$ cat config.mk
export PLATFORM = sky130hd
export DESIGN_NAME = result_bcd_formatter
export DESIGN_NICKNAME = d
export VERILOG_FILES = /design/src/rtl/calc_display_pkg.sv /design/src/rtl/bcd_digit_adj.sv /design/src/rtl/result_bcd_formatter.sv
export SDC_FILE = /design/constraint.sdc
export NUM_CORES = 1
export LEC_CHECK = 0
export ABC_AREA = 0
export BUFFER_PORTS_ARGS = -buffer_cell sky130_fd_sc_hd__buf_4
export CORE_UTILIZATION = 62
export DETAILED_ROUTE_END_ITERATION = 6
export PLACE_DENSITY = 0.83
export SLEW_MARGIN = 20
export SYNTH_ARGS = -nofsm -noshare
export SYNTH_HDL_FRONTEND = slang
export SYNTH_SLANG_ARGS = --single-unit
export TNS_END_PERCENT = 1
$ cat constraint.sdc
create_clock -name i_clk -period 4.6 [get_ports i_clk]
set_input_delay 0.69 -clock i_clk [delete_from_list [all_inputs] [get_ports i_clk]]
set_output_delay 0.69 -clock i_clk [all_outputs]
set_load 0.01 [all_outputs]
$ cat src/rtl/calc_display_pkg.sv
// Shared display constants for the calculator: 7-segment code points, digit count,
// signed display limits and the result formatter's FSM encoding.
package calc_display_pkg;

  localparam int NUM_DIGITS = 6;

  localparam logic [3:0] CODE_MINUS = 4'hA;
  localparam logic [3:0] CODE_BLANK = 4'hB;
  localparam logic [3:0] CODE_E     = 4'hE;

  // A negative value spends one display position on the minus sign.
  localparam int unsigned POS_MAX = 999999;
  localparam int unsigned NEG_MAX = 99999;

  typedef enum logic [1:0] {
    ST_IDLE   = 2'd0,
    ST_LOAD   = 2'd1,
    ST_SHIFT  = 2'd2,
    ST_FORMAT = 2'd3
  } state_t;

endpackage

$ cat src/rtl/bcd_digit_adj.sv
// Double-dabble correction for one BCD nibble: values of 5 or more get +3 before the shift.
module bcd_digit_adj (
  input  logic [3:0] i_nibble,
  output logic [3:0] o_nibble
);

  assign o_nibble = (i_nibble >= 4'd5) ? (i_nibble + 4'd3) : i_nibble;

endmodule

$ cat src/rtl/result_bcd_formatter.sv
// Converts a captured arithmetic result to six 7-segment display codes using a
// sequential double-dabble engine with fixed latency; one conversion in flight.
//
// Handshake: i_start is sampled only while o_busy=0; o_busy covers LOAD..FORMAT,
// and o_valid pulses for exactly one cycle after the FORMAT edge, when o_busy is already low.
module result_bcd_formatter
  import calc_display_pkg::*;
#(
  parameter int WIDTH_IN = 40,
  parameter int BIN_BITS = 20
) (
  input  logic                      i_clk,
  input  logic                      i_reset_n,
  input  logic                      i_start,
  input  logic [WIDTH_IN-1:0]       i_result,
  input  logic                      i_sign,
  input  logic                      i_err,
  output logic                      o_busy,
  output logic                      o_valid,
  output logic [4*NUM_DIGITS-1:0]   o_digits,
  output state_t                    o_dbg_state
);

  localparam int BCD_W = 4 * NUM_DIGITS;
  localparam int SR_W  = BCD_W + BIN_BITS;
  localparam int CNT_W = $clog2(BIN_BITS);
  localparam int MSD_W = $clog2(NUM_DIGITS);

  localparam logic [WIDTH_IN-1:0] W_POS_MAX = WIDTH_IN'(POS_MAX);
  localparam logic [WIDTH_IN-1:0] W_NEG_MAX = WIDTH_IN'(NEG_MAX);

  state_t r_state;
  state_t w_next_state;

  logic [WIDTH_IN-1:0] r_result;
  logic                r_sign;
  logic                r_err;
  logic                r_ovf;
  logic [SR_W-1:0]     r_sr;
  logic [CNT_W-1:0]    r_cnt;
  logic [BCD_W-1:0]    r_digits;
  logic                r_valid;

  logic [BCD_W-1:0]    w_bcd;
  logic [BCD_W-1:0]    w_bcd_adj;
  logic [BCD_W-1:0]    w_fmt;
  logic [MSD_W-1:0]    w_msd;
  logic                w_nonzero;

  assign w_bcd = r_sr[SR_W-1:BIN_BITS];

  for (genvar g = 0; g < NUM_DIGITS; g++) begin : g_adj
    bcd_digit_adj u_adj (
      .i_nibble (w_bcd[g*4 +: 4]),
      .o_nibble (w_bcd_adj[g*4 +: 4])
    );
  end

  always_ff @(posedge i_clk) begin
    if (!i_reset_n) begin
      r_state <= ST_IDLE;
    end else begin
      r_state <= w_next_state;
    end
  end

  always_comb begin
    w_next_state = r_state;
    case (r_state)
      ST_IDLE:   if (i_start) w_next_state = ST_LOAD;
      ST_LOAD:   w_next_state = ST_SHIFT;
      ST_SHIFT:  if (r_cnt == '0) w_next_state = ST_FORMAT;
      ST_FORMAT: w_next_state = ST_IDLE;
      default:   w_next_state = ST_IDLE;
    endcase
  end

  // Datapath; the shift phase runs even on overflow so latency never varies.
  always_ff @(posedge i_clk) begin
    if (!i_reset_n) begin
      r_result <= '0;
      r_sign   <= 1'b0;
      r_err    <= 1'b0;
      r_ovf    <= 1'b0;
      r_sr     <= '0;
      r_cnt    <= '0;
      r_digits <= {NUM_DIGITS{CODE_BLANK}};
      r_valid  <= 1'b0;
    end else begin
      r_valid <= 1'b0;
      case (r_state)
        ST_IDLE: begin
          if (i_start) begin
            r_result <= i_result;
            r_sign   <= i_sign;
            r_err    <= i_err;
          end
        end
        ST_LOAD: begin
          r_ovf <= r_err | (r_sign ? (r_result > W_NEG_MAX) : (r_result > W_POS_MAX));
          r_sr  <= {{BCD_W{1'b0}}, r_result[BIN_BITS-1:0]};
          r_cnt <= CNT_W'(BIN_BITS - 1);
        end
        ST_SHIFT: begin
          r_sr  <= {w_bcd_adj[BCD_W-2:0], r_sr[BIN_BITS-1:0], 1'b0};
          r_cnt <= r_cnt - 1'b1;
        end
        ST_FORMAT: begin
          r_digits <= w_fmt;
          r_valid  <= 1'b1;
        end
        default: ;
      endcase
    end
  end

  // Blank leading zeros, keep the units digit, place the minus just left of the top digit.
  always_comb begin
    w_msd     = '0;
    w_nonzero = 1'b0;
    for (int i = 0; i < NUM_DIGITS; i++) begin
      if (w_bcd[i*4 +: 4] != 4'd0) begin
        w_msd     = MSD_W'(i);
        w_nonzero = 1'b1;
      end
    end
    w_fmt = '0;
    for (int i = 0; i < NUM_DIGITS; i++) begin
      if (i > int'(w_msd)) begin
        w_fmt[i*4 +: 4] = CODE_BLANK;
      end else begin
        w_fmt[i*4 +: 4] = w_bcd[i*4 +: 4];
      end
      if (r_sign && w_nonzero && (i == int'(w_msd) + 1)) begin
        w_fmt[i*4 +: 4] = CODE_MINUS;
      end
    end
    if (r_ovf) begin
      w_fmt = {NUM_DIGITS{CODE_BLANK}};
      w_fmt[BCD_W-1 -: 4] = CODE_E;
    end
  end

  assign o_busy      = (r_state != ST_IDLE);
  assign o_valid     = r_valid;
  assign o_digits    = r_digits;
  assign o_dbg_state = r_state;

endmodule

# Yosys cells after proc, flatten, opt, wreduce, memory -nomap -nowiden
# Cells that the tools add are included.
# totals
regBits,119
latch_bits,0
mem_bits_rw,0
rom_bits,0
input_bits,45
output_inout_bits,28
wordCells,97
mem_count,0
# op_classes
add_sub_neg,8
multipliers,0
div_mod_pow,0
n_lt_le_gt_ge,13
n_eq_ne,10
shifts,0
n_mux,36
bitwise_logic,1
n_reduce_logical,20
# ops
cell,n
one-hot mux 44 bit (2 select lines),1
"equality test 3 x 32 -> 1 bit, first input constant",2
2-to-1 mux 4 bit,16
"greater-than comparator 40 x 17 -> 1 bit, second input constant",1
"greater-than comparator 40 x 20 -> 1 bit, second input constant",1
"equality test 2 x 32 -> 1 bit, first input constant",1
"equality test 4 x 32 -> 1 bit, first input constant",1
zero test 32 bit,1
"greater-or-equal comparator 4 x 3 -> 1 bit, second input constant",6
2-to-1 mux 24 bit,1
nonzero test 4 bit,6
"adder 4 x 2 -> 4 bit, second input constant",5
2-to-1 mux 3 bit,5
one-hot mux 5 bit (2 select lines),1
2-to-1 mux 1 bit,9
one-hot mux 2 bit (4 select lines),1
logical AND 1 bit,7
"greater-than comparator 2 x 3 -> 1 bit, first input constant",2
"greater-than comparator 3 bit, first input constant",2
zero test 5 bit,1
"subtractor 5 x 1 -> 5 bit, second input constant",1
"adder 3 x 1 -> 4 bit, second input constant",1
"equality test 2 bit, second input constant",2
"equality test 3 x 4 -> 1 bit, first input constant",1
other kinds (9),13

# Logic depth before layout (Yosys ltp)
# Gate-level depths: netlist (run 1).
# logic_depth
ltp_word,11
ltp_mapped,8
depth_no_buf,7

# By module
# Synthesis (run 1) repeated with hierarchy kept, for this count alone.
# unflattened
hier_cells,661
hier_area_um2,5600.4
# by_module_without_submodules
module,instances,cells_each,area_each_um2,seq_area_each_um2
result_bcd_formatter,1,565,4992.3,2382.3
bcd_digit_adj,6,16,101.3,0.0

# Worst setup path before layout (run 1)
# Ideal clock, no wire load.
# synth_path
path_kind,flip-flop to flip-flop
start,reg r_sr[36]
end,reg r_digits[16] (netlist: o_digits[16])
setup_ns,0.127
t_arrival_ns,1.750
required_ns,4.473
setup_slack_ns,2.722
stages_incl_launch_ff,8
n_path_buf,0
period_less_slack_ns,1.878
path_cell_list,dfxtp_1 > inv_1 > ha_1 > or3b_4 > or3_1 > mux2_1 > o22ai_1 > nand2_1
# synth_between
elab_chain_cells,8
elab_cells_between_ends,13
cone_classes,add/sub: 1; order compare: 1; eq/ne: 1; mux: 7; reduce/logical: 3
# synth_lines
item,line_no,rtl
"start, declared",result_bcd_formatter.sv:39,logic [SR_W-1:0] r_sr;
"start signal, assigned",result_bcd_formatter.sv:101,"r_sr <= {{BCD_W{1'b0}}, r_result[BIN_BITS-1:0]};"
"start signal, assigned",result_bcd_formatter.sv:105,"r_sr <= {w_bcd_adj[BCD_W-2:0], r_sr[BIN_BITS-1:0], 1'b0};"
nonzero test 4 bit,result_bcd_formatter.sv:122,if (w_bcd[i*4 +: 4] != 4'd0) begin
2-to-1 mux 3 bit (2 in series),result_bcd_formatter.sv:122,
adder 3 x 1 -> 4 bit,result_bcd_formatter.sv:134,if (r_sign && w_nonzero && (i == int'(w_msd) + 1)) begin
equality test 4 x 32 -> 1 bit,result_bcd_formatter.sv:134,
logical AND 1 bit,result_bcd_formatter.sv:134,
2-to-1 mux 4 bit *,result_bcd_formatter.sv:134,
2-to-1 mux 24 bit *,result_bcd_formatter.sv:138,if (r_ovf) begin
"end signal, assigned",result_bcd_formatter.sv:87,r_digits <= {NUM_DIGITS{CODE_BLANK}};
"end signal, assigned",result_bcd_formatter.sv:109,r_digits <= w_fmt;
"end, declared",result_bcd_formatter.sv:41,logic [BCD_W-1:0] r_digits;
# Mark *: on every way between the ends. The rest lies on a longest branch, timed or not.
# A chain may end at the register's enable or synchronous reset.

# Worst setup path in the final report (run 1)
# layout_path
start,reg r_state[0] (netlist: o_dbg_state[0])
end,reg r_sr[35]
# layout_between
elab_chain_cells,2
elab_cells_between_ends,4
cone_classes,eq/ne: 2; mux: 1; reduce/logical: 1
# layout_lines
item,line_no,rtl
"start, declared",result_bcd_formatter.sv:32,state_t r_state;
"start signal, assigned",result_bcd_formatter.sv:63,r_state <= w_next_state;
equality test 2 bit or equality test 2 x 1 -> 1 bit (tied branches),result_bcd_formatter.sv:91,case (r_state)
one-hot mux 44 bit (2 select lines) or nonzero test 2 bit (tied branches),n/a,
# Parallel ways exist; a longest one is shown, timed or not.

==> results_dict.tcl, run 1 <==
set metrics [dict create \
    status "finished clean" \
    p_per_area_nw_per_um2 550.7 \
    cts.clk_slew.worst_paths_ns 0.06 \
    min_path_type "input port to register" \
    n_antenna_cell 0 \
    timing_hold_violations_final 0 \
    multi_input_area_um2 2858 \
    syn_area_um2 5466 \
    worst_clock_skew_ns 0.006829 \
    cap_violations 0 \
    cts_max_level 4 \
    worst_slew_pin_slew_ns 0.9347 \
    hold_buffers 0 \
    post_cts_buffers 0 \
    post-route-util_pct 79.16 \
    drv_slew 0 \
    ios 73 \
    dp_hpwl_um 7469 \
    antenna_left 0 \
    synth_top_area_share_pct 43.58 \
    cts_made_buffers 17 \
    synthFlopType "dfxtp_1" \
    clkSinkCount 119 \
    tns_ns 0 \
    routed_wl_um 11940 \
    yosysWarnings 0 \
    gr-usage-all-layers_pct 27.76 \
    rsz0062_at_grt "no" \
    firstDrtPassIters 5 \
    grt_pass1_vias 4364 \
    syn-mean-instance-area_um2 8.774 \
    synth-edff-count 0 \
    synthTopCellsByArea "dfxtp_1 44%, nand2_1 8.3%, a21boi_0 5.9%" \
    fin_crit_ns 2.246 \
    startpoint_type "register" \
    setup_ws_ns 2.354 \
    synth_common_cells "121 x nand2_1, 119 x dfxtp_1, 43 x a21boi_0, 31 x nor2b_1, 30 x clkbuf_1" \
    fmax_ghz 0.4453 \
    start_util_pct 65.22 \
    place.gp.congestion 0.8086 \
    nNetsFinal 747 \
    drtIter0Drc 239 \
    async_flop_share_pct 0 \
    pre_cts_slack_ns 2.399 \
    r2r_cells 5 \
    slew_headroom_pct 37.69 \
    cp-endpoint "r_sr[35]" \
    synthCells 623 \
    synth_top_area_cell "dfxtp_1" \
    ys_seq_area_share_pct 43.58 \
    drc 0 \
    p_leak_nw 2.794 \
    wire_per_inst_um 14.98 \
    r2r-start "o_dbg_state[0]" \
    grt_overflow_total 0 \
    rows 33 \
    synth_cell_types 45 \
    drive_gt1_share_pct 16.33 \
    core-area_um2 8382 \
    setup_viol 0 \
    fillers 585 \
    cp.arrival_ns 2.68 \
    area_delta_synth_final_pct 21.38 \
    numPortBuffers 72 \
    tritoncts "done" \
    synth_most_common_cell "nand2_1" \
    die-area_um2 9197 \
    antenna_found_initial 0 \
    clock_latency_ns 0.51 \
    r2r_end "r_sr[35]" \
    crit_start "o_dbg_state[0]" \
    endpoint_kind "register" \
    postCtsResizedCells 0 \
    vdd_ir_drop_max_mv 0.2985 \
    syn_nets 689 \
    cts_root_buf "clkbuf_8" \
    cts_buffer_depth 2 \
    ys_seq_elements 119 \
    grt_pass1_wl_um 19820 \
    post-route-period-util_pct 48.82 \
    critPathMaxFanout 16 \
    holdWs_ns 0.4383 \
    crit_required_ns 5.04 \
    die_w_um 95.90 \
    grt_max_degree 115 \
    holdPathStages 3 \
    vias 4556 \
    register_area_um2 2382 \
    die_h_um 95.90 \
    critical_path_class "register to register" \
    vias_per_cell 5.716 \
    r2r_setup_slack_ns 2.35 \
]
-- state kept, by name, indices dropped and copies added, names as in the netlist --
signal and cells:
o_dbg_state 2, o_digits 24, o_valid 1, r_cnt 5, r_err 1, r_ovf 1, r_result 40, r_sign 1
r_sr 44
-- cell usage in the layout (no fill, tap or decap), types with 2 or more instances in the layout --
master and count:
clkinv_2 3, buf_4 77, a21boi_0 43, nand2b_1 9, bufinv_16 3, xnor2_1 6
nor2_1 16, inv_1 22, o32ai_1 3, nand2_1 121, clkinvlp_4 2, o211ai_1 3
nor2b_1 31, nand3_1 7, ha_1 20, nor4b_1 3, a31oi_1 2, o22ai_1 15
a32oi_1 6, and2_1 17, nand4_1 3, o21ai_0 20, dfxtp_1 119, o22a_1 4
mux2i_1 26, o31ai_1 10, a21oi_1 28, nor4_1 6, or3_1 2, nor3_1 2
clkbuf_8 6, clkbuf_16 16, o211a_1 19, nor3b_1 7
-- power breakdown --
group | switching (mW) | internal (mW)
logic | 0.632 | 0.392
registers | 0.113 | 1.19
clock network | 0.443 | 0.887
-- how the worst min path moves through the flow --
stage / start / end
floorplan: r_cnt[4] / r_cnt[4]
global placement: r_cnt[4] / r_cnt[4]
detailed placement: r_cnt[4] / r_cnt[4]
CTS: i_result[31] / r_result[31]
global route: i_result[39] / r_result[39]
finish: i_result[26] / r_result[26]
-- metrics by stage --
step                      std cells  area [um^2]  power [mW]
after detailed placement        767         6032       2.324
after global routing            797         6635       3.859
final                           797         6635       3.654
after floorplan                 623         5466       2.053
after CTS                       797         6635       3.661
after global placement          767         6032       2.267
-- per-layer routing --
layer | global-route usage, % | up-vias | routed length [um]
li1 | - | 2274 | -
met1 | 33.64 | 2151 | 5249
met5 | 0 | - | 0
met3 | 7.109 | 18 | 532
met4 | 9.453 | 0 | 205
met2 | 47.74 | 113 | 5949
-- layout make-up --
| cell class | count | share of cell area, % |
|---|---|---|
| Clock buffer | 22 | 7.279 |
| Clock inverter | 8 | 1.810 |
| Inverter | 22 | 1.245 |
| Multi-Input combinational cell | 444 | 43.07 |
| Sequential cell | 119 | 35.90 |
| Tap cell | 105 | 1.980 |
| Timing Repair Buffer | 77 | 8.712 |
-- critical path, cell delays in order, from the launching register on --
cell and delay, ns:
dfxtp_1 0.40, inv_1 0.11, ha_2 0.56, and2_0 0.71, a32oi_1 0.22, nor2b_1 0.16
-- logic make-up (layout without fill, tap and decap cells) --
logic type | Yosys count | in the layout | synth area share, %
AND/OR/NAND/NOR | 232 | 232 | 21.13
AO/OA/AOI/OAI | 158 | 158 | 20.37
flip-flops | 119 | 119 | 43.58
buffers and inverters | 60 | 129 | 4.189
multiplexers | 27 | 27 | 4.967
adder cells (fa/ha/maj) | 21 | 21 | 4.807
XOR/XNOR | 6 | 6 | 0.9613
(Power assumes the default switching activity.)
==> inputs of run 2 (changes only) <==
--- a/config.mk
+++ b/config.mk
@@ -7,9 +7,9 @@
 export LEC_CHECK = 0
 export ABC_AREA = 0
 export BUFFER_PORTS_ARGS = -buffer_cell sky130_fd_sc_hd__buf_4
-export CORE_UTILIZATION = 62
+export CORE_UTILIZATION = 52
 export DETAILED_ROUTE_END_ITERATION = 6
-export PLACE_DENSITY = 0.83
+export PLACE_DENSITY = 0.74
 export SLEW_MARGIN = 20
 export SYNTH_ARGS = -nofsm -noshare
 export SYNTH_HDL_FRONTEND = slang
==> constraint.sdc (replaced) <==
create_clock -name i_clk -period 1.9 [get_ports i_clk]
set_input_delay 0.285 -clock i_clk [delete_from_list [all_inputs] [get_ports i_clk]]
set_output_delay 0.285 -clock i_clk [all_outputs]
set_load 0.01 [all_outputs]
==> results_dict.tcl, run 2 (synthesis gave the netlist of run 1 again) <==
set metrics [dict create \
    vias 4629 \
    tns_ns 0 \
    crit_chain "inv_2, ha_1, or3b_4, or3_4, mux2_4, o22ai_2, nand2_1" \
    cp-endpoint "o_digits[16]" \
    dp_hpwl_um 8209 \
    power_mw 8.914 \
    cts_made_buffers 17 \
    cts_max_level 4 \
    hold_buffers 0 \
    r2r_cells 7 \
    crit_required_ns 2.28 \
    startpoint_type "register" \
    min_path_type "input port to register" \
    die_w_um 104.5 \
    fin_area_um2 6892 \
    max_stage_delay_ns 0.40 \
    slew_headroom_pct 67.05 \
    vias_per_cell 5.446 \
    nNetsFinal 767 \
    rows 37 \
    crit_start "r_sr[36]" \
    cp.arrival_ns 2.21 \
    firstDrtPassIters 4 \
    setup_viol 0 \
    pre_cts_slack_ns -0.03073 \
    dpl-instance-area_um2 6216 \
    layout_commonest_cell "nand2_1" \
    post-route-period-util_pct 96.10 \
    worst_slew_pin_slew_ns 0.4936 \
    core-area_um2 10280 \
    fin_crit_ns 1.826 \
    die_h_um 104.5 \
    vdd_ir_drop_max_mv 0.7785 \
    drtIter0Drc 179 \
    largest-register "r_sr" \
    area_delta_synth_final_pct 26.07 \
    most-common-layout-cells "121 x nand2_1, 116 x dfxtp_1, 94 x buf_4" \
    die-area_um2 10930 \
    rsz0062_at_grt "no" \
    status "finished clean" \
    clock_latency_ns 0.51 \
    r2r_end "o_digits[16]" \
    antenna_found_initial 0 \
    timing_hold_violations_final 0 \
    cts.clk_slew.worst_paths_ns 0.06 \
    endpoint_kind "register" \
    grt_max_degree 49 \
    setup_ws_ns 0.07418 \
    tritoncts "done" \
    grt_pass1_vias 4574 \
    cpMaxStageDelayCell "or3b_4" \
    largest_register_ffs 44 \
    drv_slew 0 \
    fmax_ghz 0.5477 \
    grt_overflow_total 0 \
    r2r-start "r_sr[36]" \
    p_leak_nw 2.891 \
    cap_violations 0 \
    n_antenna_cell 0 \
    drive_gt1_share_pct 21.01 \
    clkSinkCount 119 \
    numPortBuffers 72 \
    place.gp.congestion 0.8056 \
    worst_clock_skew_ns 0.009851 \
    grt_pass1_wl_um 20770 \
    critical_path_class "register to register" \
    start_util_pct 53.19 \
    routed_wl_um 12320 \
    drc 0 \
    critPathMaxFanout 3 \
    post-route-util_pct 67.06 \
    ios 73 \
    wire_per_inst_um 14.50 \
    cts_buffer_depth 2 \
    r2r_setup_slack_ns 0.07 \
    p_per_area_nw_per_um2 1293 \
    cts_root_buf "clkbuf_8" \
    antenna_left 0 \
    gr-usage-all-layers_pct 23.46 \
]
[run 2: cell count changes in the layout (fill, tap and decap cells not counted), moves of 2 or more]
cell / before / now
buf_12: 0 / 2
inv_1: 22 / 18
clkinv_4: 0 / 2
ha_1: 20 / 18
inv_2: 0 / 4
inv_6: 0 / 2
clkbuf_8: 6 / 1
buf_4: 77 / 94
dfxtp_1: 119 / 116
clkinvlp_4: 2 / 5
dfxtp_2: 0 / 3
[run 2: metal layers]
| layer | global-route usage [%] | wire length [um] | vias up |
|---|---|---|---|
| li1 | - | - | 2317 |
| met1 | 28.44 | 5399 | 2191 |
| met2 | 39.92 | 6253 | 104 |
| met3 | 4.991 | 511 | 17 |
| met4 | 10.31 | 159 | 0 |
| met5 | 0 | 0 | - |
[run 2: power breakdown]
part	internal [mW]	switching (mW)	leakage [nW]	total [mW]
clock network	2.00	1.17	0.277	3.17
logic	1.07	1.55	1.64	2.61
registers	2.87	0.262	0.972	3.13
[run 2: critical path: cells and delay by family, from the launching register on]
kind	cells	cell delay [ns]
compound gates	1	0.08
mux	1	0.31
fa+ha+maj	1	0.13
simple gates	3	0.81
flops	1	0.31
buf+inv	1	0.06
[run 2: worst min-delay path by stage]
stage                      start            to  slack, ns  cells after the start
CTS                 i_result[24]  r_result[24]       0.02                      3
detailed placement  r_result[33]  r_result[33]       0.46                      2
floorplan               r_cnt[4]      r_cnt[4]       0.43                      2
global placement        r_cnt[4]      r_cnt[4]       0.44                      2
finish              i_result[24]  r_result[24]       0.03                      3
global route        i_result[20]  r_result[20]       0.02                      3
[run 2: stage by stage]
step                      instances  hold slack [ns]
after floorplan                 623           0.4295
after global placement          814           0.4429
after detailed placement        814           0.4581
after CTS                       848          0.01526
after global routing            850          0.02301
final                           850          0.02693
[run 2: final cells by class]
| cell class | instances | area (um^2) |
|---|---|---|
| repair buffers | 97 | 757.0 |
| multi-input cells | 444 | 2904 |
| flip-flops and latches | 119 | 2386 |
| fillers | 832 | 3386 |
| clock inverters | 15 | 177.7 |
| inverters | 22 | 82.58 |
| well taps | 136 | 170.2 |
| clock buffers | 17 | 414.1 |
[run 2: timing repair]
item	4_1_cts	5_1_grt
pin swaps	1	2
endpoints found under the setup margin	4	9
resized for setup	2	16
setup buffers	2	2
==> inputs of run 3 (changes only) <==
--- a/config.mk
+++ b/config.mk
@@ -6,9 +6,10 @@
 export NUM_CORES = 1
 export LEC_CHECK = 0
 export ABC_AREA = 0
-export BUFFER_PORTS_ARGS = -buffer_cell sky130_fd_sc_hd__buf_4
+export BUFFER_PORTS_ARGS = -buffer_cell sky130_fd_sc_hd__buf_2
 export CORE_UTILIZATION = 52
 export DETAILED_ROUTE_END_ITERATION = 6
+export GPL_TIMING_DRIVEN = 0
 export PLACE_DENSITY = 0.74
 export SLEW_MARGIN = 20
 export SYNTH_ARGS = -nofsm -noshare
==> results_dict.tcl, run 3 (synthesis gave the netlist of run 1 again) <==
set metrics [dict create \
    violations "setup timing" \
    crit_chain "inv_2, ha_1, or3b_4, or3_4, mux2_1, o22ai_1, nand2_1" \
    clock_latency_ns 0.53 \
    min_path_type "input port to register" \
    die-area_um2 10930 \
    status "complete, but fails checks" \
    crit_start "r_sr[36]" \
    grt_max_degree 17 \
    cts.clk_slew.worst_paths_ns 0.06 \
    r2r-start "r_sr[36]" \
    wire_per_inst_um 15.19 \
    largest-register "r_sr" \
    slew_headroom_pct 51.52 \
    timing_hold_violations_final 0 \
    routed_wl_um 13470 \
    vias_per_cell 5.537 \
    clkSinkCount 119 \
    power_mw 9.299 \
    worst_slew_pin_slew_ns 0.7271 \
    gr-usage-all-layers_pct 26.00 \
    place.gp.congestion 0.8110 \
    min-delay-start "i_result[2]" \
    rsz0062_at_grt "yes" \
    drtIter0Drc 224 \
    p_leak_nw 2.910 \
    whs_endpoint "r_result[2]" \
    r2r_cells 7 \
    die_w_um 104.5 \
    tns_ns -0.02432 \
    holdWs_ns 0.01782 \
    critPathTopFamily "simple AND/OR/NAND/NOR gates" \
    vias 4911 \
    tritoncts "done" \
    fin_crit_ns 1.924 \
    cpMaxStageDelayCell "or3b_4" \
    dp_hpwl_um 9087 \
    setup_viol 1 \
    max_stage_delay_ns 0.40 \
    holdPathStages 3 \
    endpoint_kind "register" \
    firstDrtPassIters 5 \
    post-route-period-util_pct 101.3 \
    r2r_end "o_digits[16]" \
    dpl-instance-area_um2 5997 \
    cts_root_buf "clkbuf_8" \
    cts_buffer_depth 2 \
    grt_pass1_wl_um 22490 \
    drc 0 \
    crit_required_ns 2.29 \
    fmax_ghz 0.5197 \
    largest_register_ffs 44 \
    cp.buffers_inverters 1 \
    startpoint_type "register" \
    setup_ws_ns -0.02432 \
    rows 37 \
    cap_violations 0 \
    drive_gt1_share_pct 18.64 \
    most-common-layout-cells "121 x nand2_1, 113 x dfxtp_1, 77 x buf_2" \
    r2r_setup_slack_ns -0.02 \
    cts_made_buffers 17 \
    die_h_um 104.5 \
    cp.arrival_ns 2.32 \
    n_antenna_cell 0 \
    worst_clock_skew_ns 0.008068 \
    nNetsFinal 804 \
    grt_pass1_vias 4900 \
    grt_overflow_total 0 \
    area_delta_synth_final_pct 27.05 \
    pre_cts_slack_ns -0.3887 \
    cts_max_level 4 \
    layout_commonest_cell "nand2_1" \
    numPortBuffers 72 \
    p_per_area_nw_per_um2 1339 \
    start_util_pct 53.19 \
    core-area_um2 10280 \
    drv_slew 0 \
    critical_path_class "register to register" \
    ios 73 \
    vdd_ir_drop_max_mv 0.7892 \
    fin_area_um2 6945 \
    antenna_found_initial 0 \
    fillers 829 \
    critPathMaxFanout 5 \
    antenna_left 0 \
]
run 3: cell count changes in the layout (fill, tap and decap cells not counted), sizes merged:
| cell | previous run | this run |
|---|---|---|
| inv | 24 | 28 |
| buf | 97 | 85 |
| clkinvlp | 5 | 1 |
| dlygate4sd3 | 0 | 23 |
| bufinv | 3 | 4 |
| clkinv | 5 | 4 |
| clkbuf | 17 | 43 |
run 3: cell type report:
type	count	area (um^2)	share of cell area [%]
multi-input combinational	444	2885	41.54
sequential	119	2390	34.41
timing repair buffer	97	605.6	8.719
clock buffer	17	414.1	5.963
clock inverter	15	217.7	3.135
buffer	37	172.7	2.486
tap	136	170.2	2.450
inverter	22	90.09	1.297
run 3: worst max path at each step:
stage	to	slack [ns]	cells past startpoint
final	o_digits[16]	-0.02	7
after detailed placement	r_cnt[4]	-0.39	7
after CTS	o_digits[16]	-0.05	7
after global routing	r_result[22]	-0.13	7
after global placement	r_cnt[4]	-0.34	7
after floorplan	o_digits[16]	0.02	7
run 3: stage by stage:
stage,instances,util (%)
after floorplan,623,-
after global placement,831,58.35
after detailed placement,831,58.35
after CTS,888,67.38
after global routing,887,67.58
final,887,67.58
run 3: metal layers:
| metal | vias up | routed length, um | track usage, % |
|---|---|---|---|
| met1 | 2295 | 5663 | 29.59 |
| li1 | 2410 | - | - |
| met2 | 166 | 6742 | 44.61 |
| met5 | - | 0 | 0 |
| met4 | 0 | 412 | 14.39 |
| met3 | 40 | 655 | 6.301 |
run 3: report_power, final:
part           internal, mW  switching (mW)  leakage [nW]
clock                  2.17            1.24         0.306
combinational          1.07            1.67          1.63
sequential             2.88           0.271         0.973
run 3: timing repair:
item,CTS,global route
hold buffers,23,0
resized for setup,27,16
endpoints found under the hold margin,23,0
setup endpoints to repair,62,84
pin swaps,2,3
setup buffers,2,0
run 3: worst reg2reg max path: stages (launching register included):
cell     delay (ns)
dfxtp_2        0.34
inv_2          0.09
ha_1           0.15
or3b_4         0.40
or3_4          0.34
mux2_1         0.31
o22ai_1        0.10
nand2_1        0.06
